<file path="src/rtl/spi_master_ctrl_pkg.sv">
// spi_master_ctrl_pkg: command codes and FSM state encoding shared by the SPI master files.
package spi_pkg;

    typedef enum logic [1:0] {
        CMD_WR_ADDR = 2'b00,
        CMD_WR_DATA = 2'b01,
        CMD_RD_ADDR = 2'b10,
        CMD_RD_DATA = 2'b11
    } cmd_e;

    typedef enum logic [2:0] {
        IDLE,
        SEL,
        SEND,
        RD_WAIT_ST,
        RECV,
        GAP
    } state_e;

endpackage

</file>
<file path="src/rtl/spi_master_ctrl_if.sv">
// spi_master_ctrl_if: command handshake, read return and serial lines of the SPI master.
interface spi_master_ctrl_if #(parameter int ADDR_SIZE = 8);
    logic                 cmd_valid;
    logic                 cmd_ready;
    logic [1:0]           cmd_type;
    logic [ADDR_SIZE-1:0] cmd_data;
    logic                 busy;
    logic                 rd_valid;
    logic [ADDR_SIZE-1:0] rd_data;
    logic                 SS_n;
    logic                 MOSI;
    logic                 MISO;

    modport master (
        input  cmd_valid, cmd_type, cmd_data, MISO,
        output cmd_ready, busy, rd_valid, rd_data, SS_n, MOSI
    );

    modport slave (
        output cmd_valid, cmd_type, cmd_data, MISO,
        input  cmd_ready, busy, rd_valid, rd_data, SS_n, MOSI
    );
endinterface

</file>
<file path="src/rtl/spi_master_ctrl_shifter.sv">
// spi_master_shifter: loadable PISO driving a registered MOSI, MISO SIPO, shared bit counter.
module spi_master_shifter #(
    parameter int ADDR_SIZE = 8
) (
    input  logic                 clk,
    input  logic                 rst_n,
    input  logic                 load_i,
    input  logic [ADDR_SIZE+2:0] word_i,
    input  logic                 shift_i,
    input  logic                 recv_i,
    input  logic                 miso_i,
    output logic                 mosi_o,
    output logic [ADDR_SIZE-1:0] rx_o,
    output logic                 done_o
);
    localparam int FW = ADDR_SIZE + 3;
    localparam int CW = $clog2(FW + 1);

    logic [FW-1:0]        tx_q, tx_d;
    logic [ADDR_SIZE-2:0] rx_q, rx_d;
    logic [CW-1:0]        cnt_q, cnt_d;
    logic                 mosi_q, mosi_d;

    // The counter runs only while shifting, so it restarts at zero for each phase.
    always_comb begin
        tx_d   = load_i ? word_i : shift_i ? {tx_q[FW-2:0], 1'b0} : tx_q;
        mosi_d = shift_i & tx_q[FW-1];
        rx_d   = recv_i ? rx_o[ADDR_SIZE-2:0] : rx_q;
        cnt_d  = (shift_i | recv_i) ? cnt_q + CW'(1) : '0;
    end

    assign rx_o   = {rx_q, miso_i};
    assign mosi_o = mosi_q;
    assign done_o = cnt_q == (recv_i ? CW'(ADDR_SIZE - 1) : CW'(FW));

    always_ff @(posedge clk or negedge rst_n) begin
        if (!rst_n) begin
            tx_q   <= '0;
            rx_q   <= '0;
            cnt_q  <= '0;
            mosi_q <= 1'b0;
        end else begin
            tx_q   <= tx_d;
            rx_q   <= rx_d;
            cnt_q  <= cnt_d;
            mosi_q <= mosi_d;
        end
    end
endmodule

</file>
<file path="src/rtl/spi_master_ctrl.sv">
// spi_master_ctrl: serialises one RAM command per handshake onto SS_n/MOSI, one bit per clk,
// and captures the byte returned on MISO for read-data commands.
module spi_master_ctrl
    import spi_pkg::*;
#(
    parameter int ADDR_SIZE  = 8,
    parameter int RD_WAIT    = 3,
    parameter int GAP_CYCLES = 1
) (
    input logic               clk,
    input logic               rst_n,
    spi_master_ctrl_if.master bus_if
);
    localparam int CW = $clog2(RD_WAIT + GAP_CYCLES + 1);

    state_e               state_q, state_d;
    logic [CW-1:0]        cnt_q, cnt_d;
    cmd_e                 type_q;
    logic                 ss_n_q, rd_valid_q;
    logic [ADDR_SIZE-1:0] rd_data_q, rx;
    logic                 load, done, rx_done, last_wait, last_gap;

    assign load      = state_q == IDLE && bus_if.cmd_valid;
    assign rx_done   = state_q == RECV && done;
    assign last_wait = cnt_q == CW'(RD_WAIT - 1);
    assign last_gap  = cnt_q == CW'(GAP_CYCLES - 1);

    spi_master_shifter #(.ADDR_SIZE(ADDR_SIZE)) u_shifter (
        .clk    (clk),
        .rst_n  (rst_n),
        .load_i (load),
        .word_i ({bus_if.cmd_type[1], bus_if.cmd_type, bus_if.cmd_data}),
        .shift_i(state_d == SEND),
        .recv_i (state_q == RECV),
        .miso_i (bus_if.MISO),
        .mosi_o (bus_if.MOSI),
        .rx_o   (rx),
        .done_o (done)
    );

    always_comb begin
        state_d = state_q;
        cnt_d   = cnt_q;
        unique case (state_q)
            IDLE:       state_d = load ? SEL : IDLE;
            SEL:        state_d = SEND;
            SEND:       state_d = !done ? SEND : type_q == CMD_RD_DATA ? RD_WAIT_ST : GAP;
            RD_WAIT_ST: begin
                cnt_d   = last_wait ? '0 : cnt_q + CW'(1);
                state_d = last_wait ? RECV : RD_WAIT_ST;
            end
            RECV:       state_d = done ? GAP : RECV;
            GAP:        begin
                cnt_d   = last_gap ? '0 : cnt_q + CW'(1);
                state_d = last_gap ? IDLE : GAP;
            end
            default:    state_d = IDLE;
        endcase
    end

    always_ff @(posedge clk or negedge rst_n) begin
        if (!rst_n) begin
            state_q    <= IDLE;
            cnt_q      <= '0;
            type_q     <= CMD_WR_ADDR;
            ss_n_q     <= 1'b1;
            rd_valid_q <= 1'b0;
            rd_data_q  <= '0;
        end else begin
            state_q    <= state_d;
            cnt_q      <= cnt_d;
            ss_n_q     <= state_d == IDLE || state_d == GAP;
            rd_valid_q <= rx_done;
            if (load) type_q <= cmd_e'(bus_if.cmd_type);
            if (rx_done) rd_data_q <= rx;
        end
    end

    assign bus_if.cmd_ready = state_q == IDLE;
    assign bus_if.busy      = state_q != IDLE;
    assign bus_if.SS_n      = ss_n_q;
    assign bus_if.rd_valid  = rd_valid_q;
    assign bus_if.rd_data   = rd_data_q;
endmodule

</file>
<file path="src/flat_wrapper.sv">
// flat-port wrapper written by rule: the top's interface ports become plain ports
module spi_master_ctrl_flat import spi_pkg::*;
#(
    parameter int ADDR_SIZE  = 8,
    parameter int RD_WAIT    = 3,
    parameter int GAP_CYCLES = 1
)
  (clk, rst_n, bus_if_cmd_valid, bus_if_cmd_type, bus_if_cmd_data, bus_if_MISO, bus_if_cmd_ready, bus_if_busy, bus_if_rd_valid, bus_if_rd_data, bus_if_SS_n, bus_if_MOSI);
  spi_master_ctrl_if #(.ADDR_SIZE(ADDR_SIZE)) bus_if_i ();
  input logic clk;
  input logic rst_n;
  input wire logic [$bits(bus_if_i.cmd_valid)-1:0] bus_if_cmd_valid;
  input wire logic [$bits(bus_if_i.cmd_type)-1:0] bus_if_cmd_type;
  input wire logic [$bits(bus_if_i.cmd_data)-1:0] bus_if_cmd_data;
  input wire logic [$bits(bus_if_i.MISO)-1:0] bus_if_MISO;
  output wire logic [$bits(bus_if_i.cmd_ready)-1:0] bus_if_cmd_ready;
  output wire logic [$bits(bus_if_i.busy)-1:0] bus_if_busy;
  output wire logic [$bits(bus_if_i.rd_valid)-1:0] bus_if_rd_valid;
  output wire logic [$bits(bus_if_i.rd_data)-1:0] bus_if_rd_data;
  output wire logic [$bits(bus_if_i.SS_n)-1:0] bus_if_SS_n;
  output wire logic [$bits(bus_if_i.MOSI)-1:0] bus_if_MOSI;
  assign bus_if_i.cmd_valid = bus_if_cmd_valid;
  assign bus_if_i.cmd_type = bus_if_cmd_type;
  assign bus_if_i.cmd_data = bus_if_cmd_data;
  assign bus_if_i.MISO = bus_if_MISO;
  assign bus_if_cmd_ready = bus_if_i.cmd_ready;
  assign bus_if_busy = bus_if_i.busy;
  assign bus_if_rd_valid = bus_if_i.rd_valid;
  assign bus_if_rd_data = bus_if_i.rd_data;
  assign bus_if_SS_n = bus_if_i.SS_n;
  assign bus_if_MOSI = bus_if_i.MOSI;
  spi_master_ctrl #(.ADDR_SIZE(ADDR_SIZE), .RD_WAIT(RD_WAIT), .GAP_CYCLES(GAP_CYCLES)) u_core (.clk(clk), .rst_n(rst_n), .bus_if(bus_if_i));
endmodule
</file>
<file path="config.mk">
export PLATFORM = sky130hd
export DESIGN_NAME = spi_master_ctrl_flat
export DESIGN_NICKNAME = d
export VERILOG_FILES = /design/src/rtl/spi_master_ctrl_pkg.sv /design/src/rtl/spi_master_ctrl_if.sv /design/src/rtl/spi_master_ctrl_shifter.sv /design/src/rtl/spi_master_ctrl.sv /design/src/flat_wrapper.sv
export SDC_FILE = /design/constraint.sdc
export NUM_CORES = 1
export LEC_CHECK = 0
export CAP_MARGIN = 10
export CORE_UTILIZATION = 45
export CTS_CLUSTER_SIZE = 28
export DETAILED_ROUTE_END_ITERATION = 10
export GPL_TIMING_DRIVEN = 0
export PLACE_DENSITY_LB_ADDON = 0.05
export SKIP_LAST_GASP = 1
export SLEW_MARGIN = 20
export SYNTH_ARGS = -nofsm -noshare
export SYNTH_HDL_FRONTEND = slang
export SYNTH_SLANG_ARGS = --single-unit
export TNS_END_PERCENT = 10
</file>
<file path="constraint.sdc">
create_clock -name clk -period 2.8 [get_ports clk]
set_input_delay 0.42 -clock clk [delete_from_list [all_inputs] [get_ports clk]]
set_output_delay 0.42 -clock clk [all_outputs]
set_load 0.03 [all_outputs]
</file>
# Yosys cells after proc, flatten, opt, wreduce, memory -nomap -nowiden

Index checks and enable logic that the tools add are counted.
Widths: inputs -> output; s select.

Bits in registers: 41
Latch bits: 0
Memories: 0
Input port bits: 14
Output and inout port bits: 13
RAM bits: 0
Word-level logic and storage cells: 47
Memory bits (read-only): 0

Bitwise logic cells: 2
Reduce and logical (&&, ||, !) cells: 9
Add/sub/neg operators: 2
Equal/unequal tests: 10
Order comparisons: 0
Muxes and demuxes: 14
$mul: 0
Divide/modulo/power cells: 0
Shift operators: 0

Operators with widths:

| operator            | number |
|---|---|
| $mux 11             | 2 |
| $mux 3              | 6 |
| $pmux 3 s6          | 1 |
| $eq 3x2->1 const B  | 4 |
| $eq 3x3->1 const B  | 3 |
| $logic_not 3->1     | 3 |
| $mux 4              | 2 |
| $pmux 3 s2          | 1 |
| $add 4x1->4 const B | 1 |
| $eq 4x4->1          | 1 |
| $reduce_bool 2->1   | 2 |
| $add 3x1->3 const B | 1 |
| $eq 3x1->1 const B  | 1 |
| $reduce_bool 3->1   | 1 |
| $eq 2x2->1 const B  | 1 |
| $logic_and 1x1->1   | 2 |
| $mux 1              | 2 |
| $and 1x1->1         | 1 |
| $logic_or 1x1->1    | 1 |
| $or 1x1->1          | 1 |

# Depth between registers and ports, before layout

Gate-level depths: netlist of the first run.

Depth in word-level cells: 8
Depth in mapped cells: 8
Mapped depth without buffers: 7

# Hierarchy

From an unflattened synthesis of the first run, not the netlist that was laid out.

Cell total of the unflattened synthesis: 158
Area, all modules: 1915.6 um^2

Modules (own cells, without submodules):

| module             | times used | cells each | sequential area each (um^2) | area each (um^2) |
|---|---|---|---|---|
| spi_master_shifter | 1          | 82         | 575.6                       | 1001.0 |
| spi_master_ctrl    | 1          | 76         | 451.7                       | 914.6 |

# Worst setup path after synthesis of the first run

No wires, ideal clock.

Path kind: register to register
Start point: register u_core.state_q[0]
End point: register u_core.u_shifter.tx_q[3]
Buffers on the path: 2
Data required time: 2.664 ns
Slack: 0.619 ns
Arrival: 2.045 ns
Library setup time: 0.136 ns
Period minus slack after synthesis: 2.181 ns
Cell stages (with the launch flop): 8
Cells stage by stage: dfrtp_1 buf_6 nor3_1 nand2_1 clkbuf_1 nand2_1 or4_1 o211ai_1

Elaborated cells between the ends (all ways): 16
Classes of those cells: eq/ne (7); mux (6); reduce/logical (3)

RTL lines:

| item                               | line                          | RTL |
|---|---|---|
| start, declared                    | spi_master_ctrl.sv:16         | `state_e state_q, state_d;` |
| start signal, assigned             | spi_master_ctrl.sv:70         | `state_q <= state_d;` |
| $logic_not 3->1 (*)                | n/a                           |  |
| via bus_if_cmd_ready               | flat_wrapper.sv:16            | `output wire logic [$bits(bus_if_i.cmd_ready)-1:0] bus_if_cmd_ready;` |
| $logic_and 1x1->1                  | spi_master_ctrl.sv:23         | `assign load = state_q == IDLE && bus_if.cmd_valid;` |
| $mux 1                             | spi_master_ctrl.sv:45         | `IDLE: state_d = load ? SEL : IDLE;` |
| $pmux 3 s6                         | spi_master_ctrl.sv:44         | `unique case (state_q)` |
| $eq 3x2->1                         | spi_master_ctrl.sv:33         | `.shift_i(state_d == SEND),` |
| $reduce_bool 2->1 (no source line) | n/a                           |  |
| end signal, assigned               | spi_master_ctrl_shifter.sv:43 | `tx_q <= tx_d;` |
| end, declared                      | spi_master_ctrl_shifter.sv:19 | `logic [FW-1:0] tx_q, tx_d;` |

The timed path passes the listed nets; every way through them passes the cells marked *.
A chain may end at the register's enable or synchronous reset.

# Worst setup path in the final report of the first run

Start point: register u_core.state_q[0]
End point: output port bus_if_cmd_ready

Word-level cells in the longest chain between the ends: 1

RTL lines:

| item            | line                  | RTL |
|---|---|---|
| $logic_not 3->1 | spi_master_ctrl.sv:79 | `assign bus_if.cmd_ready = state_q == IDLE;` |
| end, declared   | flat_wrapper.sv:16    |  |

No other way between the ends.

==> metrics.md, run 1 <==
| Metric | Value |
|---|---|
| Routed Antenna Nets | 0 |
| Status | complete, no violations |
| Crit path buf inv count | 2 |
| Die width | 67.7 um |
| Worst r2r dst | u_core.u_shifter.tx_q[5] |
| Mapped Avg Cell Area | between 10 and 15 um^2 |
| Htree depth | 2 |
| Critical Path RT | around 2.4 ns |
| Seq/Total Area, Yosys | 0.529 |
| Slew @ Worst Pin | 0.510 ns |
| Post-synth EDFFs | 0 |
| DRC viols | 0 |
| Reg-to-Reg Start | u_core.state_q[1] |
| Routability cong. | about 0.80 |
| Period utilization | 0.860 |
| Setup Skew | around 0.0064 ns |
| Initial antenna violation count | 0 |
| Row cnt | 23 |
| Hold slack | 0.0645 ns |
| Synth-to-Final Area Change | 23.8% |
| Final HPWL DP | 2.73 mm |
| Hold Crit Class | input pin to asynchronous set/reset pin |
| Worst slew margin | 0.656 |
| Yosys top cell area share | 0.516 |
| Cell internal pwr | between 1 and 1.5 mW |
| I/O pins | 27 |
| Vias/cell | 5.51 |
| Total GRT Usage | 0.193 |
| CTS root buffer | clkbuf_8 |
| Buffers added on ports | 26 |
| Final Setup Violations | 0 |
| Pin count of the biggest net entering global routing | 26 |
| CTS tree | yes |
| Vias in the first global route | between 1000 and 1500 |
| Share of layout cells above drive strength 1 | 0.190 |
| Total detailed-routing wirelength | 3.74 mm |
| Drt initial violations | slightly below 80 |
| Slowest cell on the critical path | clkdlybuf4s50_1 |
| Hold_buf cts | 0 |
| Psw | slightly below 0.7 mW |
| Top cell family by delay on the critical path | buffers and inverters |
| Reg2Reg Setup Slack | approximately 0.5 ns |
| Worst vdd ir | between 0.3 and 0.4 mV |
| Fraction of registers with async set or reset after synthesis | 1.00 |
| Commonest cells post-synth | dfrtp_1, nand2_1, mux2_2 |
| Reg2reg path depth | 7 |
| Core ar. | 0.00406 mm^2 |
| Crit-path cells | buf_6, nor3_1, clkdlybuf4s50_1 |
| Worst-Skew Late Latency | 0.29 ns |
| Final nets | 228 |
| Max-slew violations | 0 |
| TritonRoute pass-1 iters | 4 |
| Cell Area, Synth | 0.00194 mm^2 |
| Synth area leaders | dfrtp_1, mux2_2, nand2_1 |
| Endpoints failing hold | 0 |
| Clock Power Share | 0.235 |
| WL/cell | 14.3 um |
| Sequential share of power | 0.397 |
| CTS Buffer Depth | 2 |
| TNS Setup | 0 ns |
| First-pass GRT wire length | ~6.4 mm |
| Arr. time, crit path | 1.99 ns |
| Crit. End Element | primary output |
| CTS sink cnt | 41 |
| Die Area | 0.00458 mm^2 |
| Count of different cell masters after synthesis | 40 |
| FF+latch count, synth | a little over 40 |
| TritonCTS Buffers | 5 |
| Cell taking the most area after synthesis | dfrtp_1 |
| Initial cell density of the core | 0.478 |
| Warnings, synthesis | 0 |
| Pwr dens | 855 mW/mm^2 |
| Unrepaired setup endpoints after global routing | no |
| Worst-path maximum fanout | 10 |
| Antenna diodes | 0 |
| Gate power share | 0.368 |
| Post-Syn Instances | 176 |
| Max Cap Viol | 0 |
| GRT overflow | 0 |
| Post CTS Setup Buffer Count | 0 |
| Max Fclk | a little over 0.4 GHz |
| Via count | 1437 |
| Tmin final | 2.41 ns |
| Die H | 67.7 um |
| Clock transition at the registers of the reported paths | 0.07 ns |
| Primary FF master, synth | dfrtp_1 |
| Most common cell in the netlist | dfrtp_1 |
| Sw frac | 0.339 |
| Crit-path max cell delay | 0.76 ns |
| Worst Setup Start Kind | flop |
| # resized after CTS | 0 |
| LEAKAGE | between 1 and 1.5 nW |
| Syn nets | between 150 and 200 |
| Critical path class | flop to primary output |
==> kinds of logic (layout without fill, tap and decap cells) <==
logic type,count (synthesis),after routing,synth area share
flip-flops,41,41,0.529
adder cells (fa/ha/maj),4,4,0.0258
buffers and inverters,19,54,0.0451
XOR/XNOR,2,2,0.00903
multiplexers,17,17,0.0980
AND/OR/NAND/NOR,62,62,0.179
AO/OA/AOI/OAI,31,31,0.114
==> state kept, by name, indices dropped and copies added, names as in the netlist <==
name / cells
u_core.state_q: 3
u_core.u_shifter.cnt_q: 4
u_core.bus_if.rd_valid: 1
u_core.u_shifter.tx_q: 11
u_core.cnt_q: 3
u_core.bus_if.rd_data: 8
u_core.u_shifter.mosi_o: 1
u_core.u_shifter.rx_q: 7
u_core.type_q: 2
u_core.bus_if.SS_n: 1
==> how the worst max path moves through the flow <==
| stage | slack (ns) | start | to | cells past startpoint |
|---|---|---|---|---|
| after floorplan | 0.62 | u_core.state_q[0] | u_core.u_shifter.tx_q[3] | 7 |
| after global placement | 0.38 | rst_n | u_core.u_shifter.tx_q[5] | 1 |
| after detailed placement | 0.45 | bus_if_cmd_valid | u_core.u_shifter.tx_q[5] | 6 |
| after CTS | 0.38 | u_core.state_q[0] | bus_if_cmd_ready | 3 |
| after global routing | 0.24 | u_core.state_q[0] | bus_if_cmd_ready | 3 |
| final | 0.39 | u_core.state_q[0] | bus_if_cmd_ready | 3 |
==> cells in the final DEF, fill, tap and decap left out, types with 3 or more instances in the layout <==
cell type	synthesis	routed
nor2b_1	3	3
nand2_1	25	25
ha_1	4	4
o21ai_0	6	6
or4_1	8	8
and2_1	4	4
dfrtp_1	40	40
a21oi_1	4	4
buf_2	4	5
mux2_2	16	16
inv_1	9	9
o21a_1	3	3
o211ai_1	7	7
nor2_1	4	4
clkbuf_1	4	5
a22oi_1	3	3
clkbuf_8	0	6
clkdlybuf4s50_1	0	25
nand2b_1	5	5
==> worst register-to-register path: cells and delay by family (launching register included) <==
family,cells,cell delay (ns)
buffers and inverters,2,0.43
DFF,1,0.48
and+or+nand+nor,4,1.11
AOI/OAI and AO/OA,1,0.21
==> metrics by stage <==
stage / std cells / cell area (um^2) / util / total power [mW] / worst slack (ns)
floorplan: 176 / 1940 / - / 1.36 / 0.619
finish: 261 / 2400 / 0.592 / 2.05 / 0.392
CTS: 261 / 2400 / 0.592 / 2.08 / 0.381
global placement: 252 / 2260 / 0.558 / 1.53 / 0.379
detailed placement: 253 / 2290 / 0.563 / 1.58 / 0.452
global route: 261 / 2400 / 0.592 / 2.21 / 0.236
==> metal layers <==
metal	GRT usage	wire, um	vias to the layer above
met5	0	0	-
met4	0.0718	56	0
met3	0.0473	161	6
met2	0.302	1790	40
met1	0.256	1740	707
li1	-	-	684
==> power groups by stage <==
stage,Sequential (mW),Clock [mW],Combinational (mW)
after floorplan,0.826,0,0.533
after global placement,0.819,0,0.713
after detailed placement,0.826,0,0.758
after CTS,0.814,0.497,0.764
after global routing,0.832,0.522,0.854
final,0.815,0.482,0.756
==> final cells by class <==
class / count / area [um^2]
fill: 349 / 1660
sequential: 41 / 1030
multi-input combinational: 116 / 826
timing repair buffer: 27 / 283
clock buffer: 7 / 86.3
tap: 50 / 62.6
buffer: 10 / 53.8
inverter: 9 / 33.8
clock inverter: 1 / 30.0
Power figures use the tool's default switching activity.
==> inputs of run 2 (changes only) <==
==> constraint.sdc (replaced) <==
create_clock -name clk -period 2.1 [get_ports clk]
set_input_delay 0.315 -clock clk [delete_from_list [all_inputs] [get_ports clk]]
set_output_delay 0.315 -clock clk [all_outputs]
set_load 0.03 [all_outputs]
==> metrics.md, run 2 (synthesis results as in run 1) <==
| Metric | Value |
|---|---|
| Worst r2r dst | u_core.u_shifter.tx_q[4] (was u_core.u_shifter.tx_q[5]) |
| Pin count of the biggest net entering global routing | 25 (was 26) |
| Hold Crit Class | flop to flop (was input pin to asynchronous set/reset pin) |
| Routability cong. | 0.796 (was 0.797) |
| Final total power | 2.80 mW (was 2.05 mW) |
| Max-slew violations | 0 (unchanged) |
| Core ar. | 0.00406 mm^2 (unchanged) |
| Setup Skew | 0.00123 ns (was 0.00635 ns) |
| GRT overflow | 0 (unchanged) |
| Share of layout cells above drive strength 1 | 0.216 (was 0.190) |
| Die H | 67.7 um (unchanged) |
| Period utilization | 1.03 |
| Post-place setup slack | -0.222 ns (was 0.452 ns) |
| Endpoints failing hold | 0 (unchanged) |
| Pwr dens | 1130 mW/mm^2 (was 855 mW/mm^2) |
| Reg2Reg Setup Slack | -0.07 ns (was 0.50 ns) |
| CTS sink cnt | 41 (unchanged) |
| Gate power share | 0.378 (was 0.368) |
| Commonest non-fill, non-tap cell in the layout | dfrtp_1 (unchanged) |
| CTS tree | yes (unchanged) |
| DRC viols | 0 (unchanged) |
| Antenna diodes | 0 (unchanged) |
| Met1 usage | 0.236 (was 0.256) |
| Total GRT Usage | 0.200 (was 0.193) |
| CTS Buffer Depth | 2 (unchanged) |
| CP Capture Point | u_core.u_shifter.tx_q[4] (was bus_if_cmd_ready) |
| Vias/cell | 5.31 (was 5.51) |
| Reg with most FFs | u_core.u_shifter.tx_q (unchanged) |
| Most frequent cells in the layout | dfrtp_1, nand2_1, clkdlybuf4s50_1, mux2_2, inv_1 (unchanged) |
| Initial antenna violation count | 0 (unchanged) |
| Row cnt | 23 (unchanged) |
| Critical path class | flop to flop (was flop to primary output) |
| Total detailed-routing wirelength | 3.80 mm (was 3.74 mm) |
| Sw frac | 0.339 (about the same) |
| Drt initial violations | 54 (was 79) |
| Crit path from | u_core.state_q[0] (unchanged) |
| TritonCTS Buffers | 5 (unchanged) |
| Final nets | 230 (was 228) |
| TritonRoute pass-1 iters | 4 (unchanged) |
| Worst-path maximum fanout | 10 (unchanged) |
| Unrepaired setup endpoints after global routing | yes (was no) |
| Clock Power Share | 0.230 (was 0.235) |
| Max Fclk | 0.460 GHz |
| Violated checks | negative setup slack |
| Slew @ Worst Pin | 0.537 ns (was 0.510 ns) |
| Clock transition at the registers of the reported paths | 0.07 ns (about the same) |
| CTS root buffer | clkbuf_8 (unchanged) |
| Max reg flops | 11 (unchanged) |
| Sequential share of power | 0.391 (was 0.397) |
| Worst-Skew Late Latency | 0.29 ns (about the same) |
| Final HPWL DP | 2.80 mm (was 2.73 mm) |
| Cell internal pwr | 1.85 mW (was 1.36 mW) |
| Reg-to-Reg Start | u_core.state_q[0] (was u_core.state_q[1]) |
| Die width | 67.7 um (unchanged) |
| Htree depth | 2 (unchanged) |
| Worst Setup Start Kind | flop (unchanged) |
| Max Cap Viol | 0 (unchanged) |
| Met3 GRT Util | 0.0507 (was 0.0473) |
| Critical Path RT | 2.31 ns (was 2.38 ns) |
| Worst vdd ir | 0.574 mV (was 0.376 mV) |
| Final worst slack | -0.0725 ns (was 0.392 ns) |
| Tmin final | 2.17 ns |
| I/O pins | 27 (unchanged) |
| Hold Crit Start | u_core.type_q[1] |
| Met2 global-route usage | 0.339 (was 0.302) |
| Psw | 0.948 mW (was 0.696 mW) |
| Buffers added on ports | 26 (unchanged) |
| Arr. time, crit path | 2.38 ns (was 1.99 ns) |
| WL/cell | 14.5 um (was 14.3 um) |
| Worst slew margin | 0.642 (was 0.656) |
| First-pass GRT wire length | 6.50 mm (was 6.44 mm) |
| Via count | 1396 (was 1437) |
| Synth-to-Final Area Change | 27.3% (was 23.8%) |
| Reg2reg path depth | 7 (unchanged) |
| LEAKAGE | 1.13 nW (was 1.10 nW) |
| Busiest grt layer | met2 (unchanged) |
| Vias in the first global route | 1448 (was 1373) |
| Crit. End Element | flop (was primary output) |
| Status | finished, violations left (was complete, no violations) |
| Die Area | 0.00458 mm^2 (unchanged) |
| Initial cell density of the core | 0.478 (unchanged) |
| Routed Antenna Nets | 0 (unchanged) |
| Final Setup Violations | 15 (was 0) |
run 2: routing by layer:
| layer | routed length, um | share of wire | vias to the layer above |
|---|---|---|---|
| met2 | 1860 | 0.49 | 25 |
| met5 | 0 | 0 | - |
| li1 | - | - | 688 |
| met4 | 71 | 0.019 | 0 |
| met1 | 1760 | 0.46 | 677 |
| met3 | 114 | 0.030 | 6 |
run 2: cell type report:
type	instances	area, um^2
plain buffers	10	76.3
clock buffers	7	86.3
clock inverters	1	30.0
fillers	335	1590
inverters	9	33.8
multi-input cells	116	853
flip-flops and latches	41	1030
well taps	50	62.6
repair buffers	29	299
run 2: worst max-delay path, stage by stage (launching register included):
cell      delay, ns
dfrtp_1        0.39
buf_6          0.15
nor3b_4        0.21
mux2i_1        0.10
a2111o_1       0.45
buf_4          0.17
or4_1          0.52
o211ai_1       0.11
run 2: worst min path at each step:
stage,endpoint,depth (start not counted)
3_3_place_gp,u_core.type_q[0],2
2_1_floorplan,u_core.bus_if.rd_data[0],0
6_report,u_core.type_q[1],2
3_5_place_dp,u_core.bus_if.rd_data[6],1
4_1_cts,u_core.type_q[1],2
5_1_grt,u_core.bus_if.rd_data[6],2
run 2: repair_timing:
| action | CTS | global route |
|---|---|---|
| pin swaps | 1 | 1 |
| resized for setup | 15 | 0 |
| buffers inserted | 1 | 0 |
| hold buffers | 1 | 0 |
| hold endpoints to repair | 16 | 0 |
| cloned | 0 | 0 |
| endpoints found under the setup margin | 18 | 16 |
run 2: stage by stage:
stage	utilization	instances	hold slack, ns	cell area [um^2]	setup TNS, ns
finish	0.609	263	0.476	2470	-0.612
global route	0.609	263	0.529	2470	-2.16
CTS	0.609	263	0.484	2470	-0.721
detailed placement	0.565	253	0.292	2290	-2.70
global placement	0.559	252	0.455	2270	-10.50
floorplan	-	176	0.0194	1950	0
run 2: power groups by stage:
| stage | Clock (mW) | Combinational [mW] | Sequential, mW |
|---|---|---|---|
| global placement | 0 | 0.954 | 1.09 |
| CTS | 0.670 | 1.06 | 1.09 |
| floorplan | 0 | 0.714 | 1.10 |
| finish | 0.645 | 1.06 | 1.10 |
| detailed placement | 0 | 1.00 | 1.11 |
| global route | 0.704 | 1.18 | 1.12 |
==> inputs of run 3 (changes only) <==
--- a/config.mk
+++ b/config.mk
@@ -5,12 +5,13 @@
 export SDC_FILE = /design/constraint.sdc
 export NUM_CORES = 1
 export LEC_CHECK = 0
-export CAP_MARGIN = 10
+export CAP_MARGIN = 30
 export CORE_UTILIZATION = 45
+export CTS_BUF_LIST = sky130_fd_sc_hd__clkbuf_8
 export CTS_CLUSTER_SIZE = 28
 export DETAILED_ROUTE_END_ITERATION = 10
 export GPL_TIMING_DRIVEN = 0
-export PLACE_DENSITY_LB_ADDON = 0.05
+export PLACE_DENSITY_LB_ADDON = 0.08
 export SKIP_LAST_GASP = 1
 export SLEW_MARGIN = 20
 export SYNTH_ARGS = -nofsm -noshare
==> metrics.md, run 3 (synthesis results as in run 1) <==
| Metric | Value |
|---|---|
| Worst slew margin | 0.668 (was 0.642) |
| Status | finished, violations left (unchanged) |
| Worst r2r dst | u_core.u_shifter.tx_q[8] (was u_core.u_shifter.tx_q[4]) |
| Crit-path cells | buf_6, nor3b_4, mux2i_1, a2111o_1, buf_6, or4_4, o311ai_4 (was buf_6, nor3b_4, mux2i_1, a2111o_1, buf_4, or4_1, o211ai_1) |
| Crit. End Element | flop (unchanged) |
| Vias in the first global route | 1483 (was 1448) |
| Reg with most FFs | u_core.u_shifter.tx_q (unchanged) |
| Die Area | 0.00458 mm^2 (unchanged) |
| Reg2reg path depth | 7 (unchanged) |
| GRT overflow | 0 (unchanged) |
| Final nets | 238 (was 230) |
| CTS tree | yes (unchanged) |
| Buffers added on ports | 26 (unchanged) |
| Final HPWL DP | 2.77 mm (was 2.80 mm) |
| Hold Crit Class | input pin to asynchronous set/reset pin (was flop to flop) |
| Row cnt | 23 (unchanged) |
| LEAKAGE | 1.15 nW (was 1.13 nW) |
| Sequential share of power | 0.379 (was 0.391) |
| Worst Setup Start Kind | flop (unchanged) |
| Area of the multi-input gates | 900 um^2 (was 853 um^2) |
| CTS Buffer Depth | 2 (unchanged) |
| Hold slack | 0.455 ns (was 0.476 ns) |
| Slowest cell on the critical path | a2111o_1 (was or4_1) |
| Final worst slack | -0.100 ns (was -0.0725 ns) |
| Endpoints failing hold | 0 (unchanged) |
| TritonCTS Buffers | 5 (unchanged) |
| Reg-to-Reg Start | u_core.state_q[0] (unchanged) |
| Max reg flops | 11 (unchanged) |
| Max Cap Viol | 0 (unchanged) |
| Max-slew violations | 0 (unchanged) |
| Final total power | 2.90 mW (was 2.80 mW) |
| Initial antenna violation count | 0 (unchanged) |
| Arr. time, crit path | 2.39 ns (was 2.38 ns) |
| Slew @ Worst Pin | 0.497 ns (was 0.537 ns) |
| Drt initial violations | 54 (unchanged) |
| Total GRT Usage | 0.214 (was 0.200) |
| Setup Skew | 0.00670 ns (was 0.00123 ns) |
| Via count | 1450 (was 1396) |
| Register area | 0.00103 mm^2 (unchanged) |
| Most frequent cells in the layout | dfrtp_1, nand2_1, clkdlybuf4s50_1, mux2_2, inv_1 (unchanged) |
| Final Setup Violations | 16 (was 15) |
| Htree depth | 2 (unchanged) |
| Total detailed-routing wirelength | 4.19 mm (was 3.80 mm) |
| Crit path from | u_core.state_q[0] (unchanged) |
| Core ar. | 0.00406 mm^2 (unchanged) |
| DRC viols | 0 (unchanged) |
| Routed Antenna Nets | 0 (unchanged) |
| Crit-path max cell delay | 0.55 ns (was 0.52 ns) |
| Die H | 67.7 um (unchanged) |
| Reg2Reg Setup Slack | -0.10 ns (was -0.07 ns) |
| Gate power share | 0.459 (was 0.378) |
| Psw | 1.05 mW (was 0.948 mW) |
| Pwr dens | 1140 mW/mm^2 (was 1130 mW/mm^2) |
| TNS Setup | -0.787 ns (was -0.612 ns) |
| CTS root buffer | clkbuf_8 (unchanged) |
| Period utilization | 1.05 (was 1.03) |
| Worst vdd ir | 0.688 mV (was 0.574 mV) |
| Antenna diodes | 0 (unchanged) |
| Initial cell density of the core | 0.478 (unchanged) |
| Clock Power Share | 0.162 (was 0.230) |
| Worst-Skew Late Latency | 0.29 ns (about the same) |
| Share of layout cells above drive strength 1 | 0.274 (was 0.216) |
| WL/cell | 15.6 um (was 14.5 um) |
| Worst-path maximum fanout | 7 (was 10) |
| I/O pins | 27 (unchanged) |
| Routability cong. | 0.821 (was 0.796) |
| Cell internal pwr | 1.84 mW (was 1.85 mW) |
| Vias/cell | 5.39 (was 5.31) |
| First-pass GRT wire length | 7.04 mm (was 6.50 mm) |
| Tmin final | 2.20 ns (was 2.17 ns) |
| Unrepaired setup endpoints after global routing | yes (unchanged) |
| Fillers | 338 (was 335) |
| CP dominant cell by count | buf_6 |
| CP Capture Point | u_core.u_shifter.tx_q[8] (was u_core.u_shifter.tx_q[4]) |
| Util after Layout | 0.624 (was 0.609) |
| Commonest non-fill, non-tap cell in the layout | dfrtp_1 (unchanged) |
| Violated checks | negative setup slack (unchanged) |
| Critical Path RT | 2.29 ns (was 2.31 ns) |
| Synth-to-Final Area Change | 30.5% (was 27.3%) |
| Die width | 67.7 um (unchanged) |
| CTS sink cnt | 41 (unchanged) |
| Pin count of the biggest net entering global routing | 30 (was 25) |
| Sw frac | 0.363 (was 0.339) |
| Max Fclk | 0.454 GHz (was 0.460 GHz) |
| TritonRoute pass-1 iters | 4 (unchanged) |
| Critical path class | flop to flop (unchanged) |
| Clock transition at the registers of the reported paths | 0.07 ns (about the same) |
==> run 3: cell count changes in the layout (fill, tap and decap cells not counted), moves of 2 or more <==
cell / before / now
or4_1: 8 / 4
buf_6: 4 / 6
buf_4: 3 / 8
or4_4: 0 / 4
==> run 3: layer usage <==
metal  routed length [um]  global-route usage  part of all wire
met1                 1910               0.275              0.46
met4                   76               0.104             0.018
met3                  132              0.0372             0.031
met2                 2070               0.345              0.49
met5                    0                   0                 0
==> run 3: how the worst min path moves through the flow <==
| stage | to | cells after the start | slack, ns |
|---|---|---|---|
| 6_report | u_core.bus_if.rd_data[5] | 2 | 0.45 |
| 3_3_place_gp | u_core.type_q[0] | 2 | 0.45 |
| 5_1_grt | u_core.bus_if.rd_valid | 2 | 0.48 |
| 4_1_cts | u_core.bus_if.rd_valid | 2 | 0.46 |
| 3_5_place_dp | u_core.bus_if.rd_valid | 1 | 0.22 |
| 2_1_floorplan | u_core.bus_if.rd_data[0] | 0 | 0.02 |
==> run 3: critical path: cells and delay by family (launching register included) <==
family                 cells  cell delay (ns)
AND/OR/NAND/NOR            2             0.65
multiplexers               1             0.11
AO/OA/AOI/OAI              2             0.63
buffers and inverters      2             0.31
flip-flops                 1             0.39
==> run 3: layout make-up <==
cell class / instances / area share
sequential: 41 / 0.406
multi-input combinational: 116 / 0.355
timing repair buffer: 37 / 0.141
buffer: 10 / 0.0301
clock buffer: 5 / 0.0272
tap: 50 / 0.0247
inverter: 9 / 0.0133
clock inverter: 1 / 0.00198
==> run 3: through the flow <==
| step | instance area, um^2 | worst slack, ns | instances |
|---|---|---|---|
| after floorplan | 1950 | 0.0108 | 176 |
| after global placement | 2270 | -0.247 | 252 |
| after detailed placement | 2280 | -0.205 | 253 |
| after CTS | 2450 | -0.0769 | 265 |
| after global routing | 2530 | -0.146 | 269 |
| final | 2530 | -0.100 | 269 |
==> run 3: repair_timing <==
action | 4_1_cts | 5_1_grt
pin swaps | 2 | 18
hold buffers | 1 | 0
endpoints found under the setup margin | 18 | 18
endpoints found under the hold margin | 12 | 0
setup buffers | 3 | 4
resized for setup | 16 | 11
gates cloned | 2 | 0
==> run 3: power groups by stage <==
stage,Sequential [mW],Clock [mW],Combinational (mW)
after detailed placement,1.11,0,1.01
after floorplan,1.10,0,0.714
after CTS,1.09,0.478,1.16
after global placement,1.09,0,0.955
final,1.10,0.470,1.33
after global routing,1.12,0.514,1.45
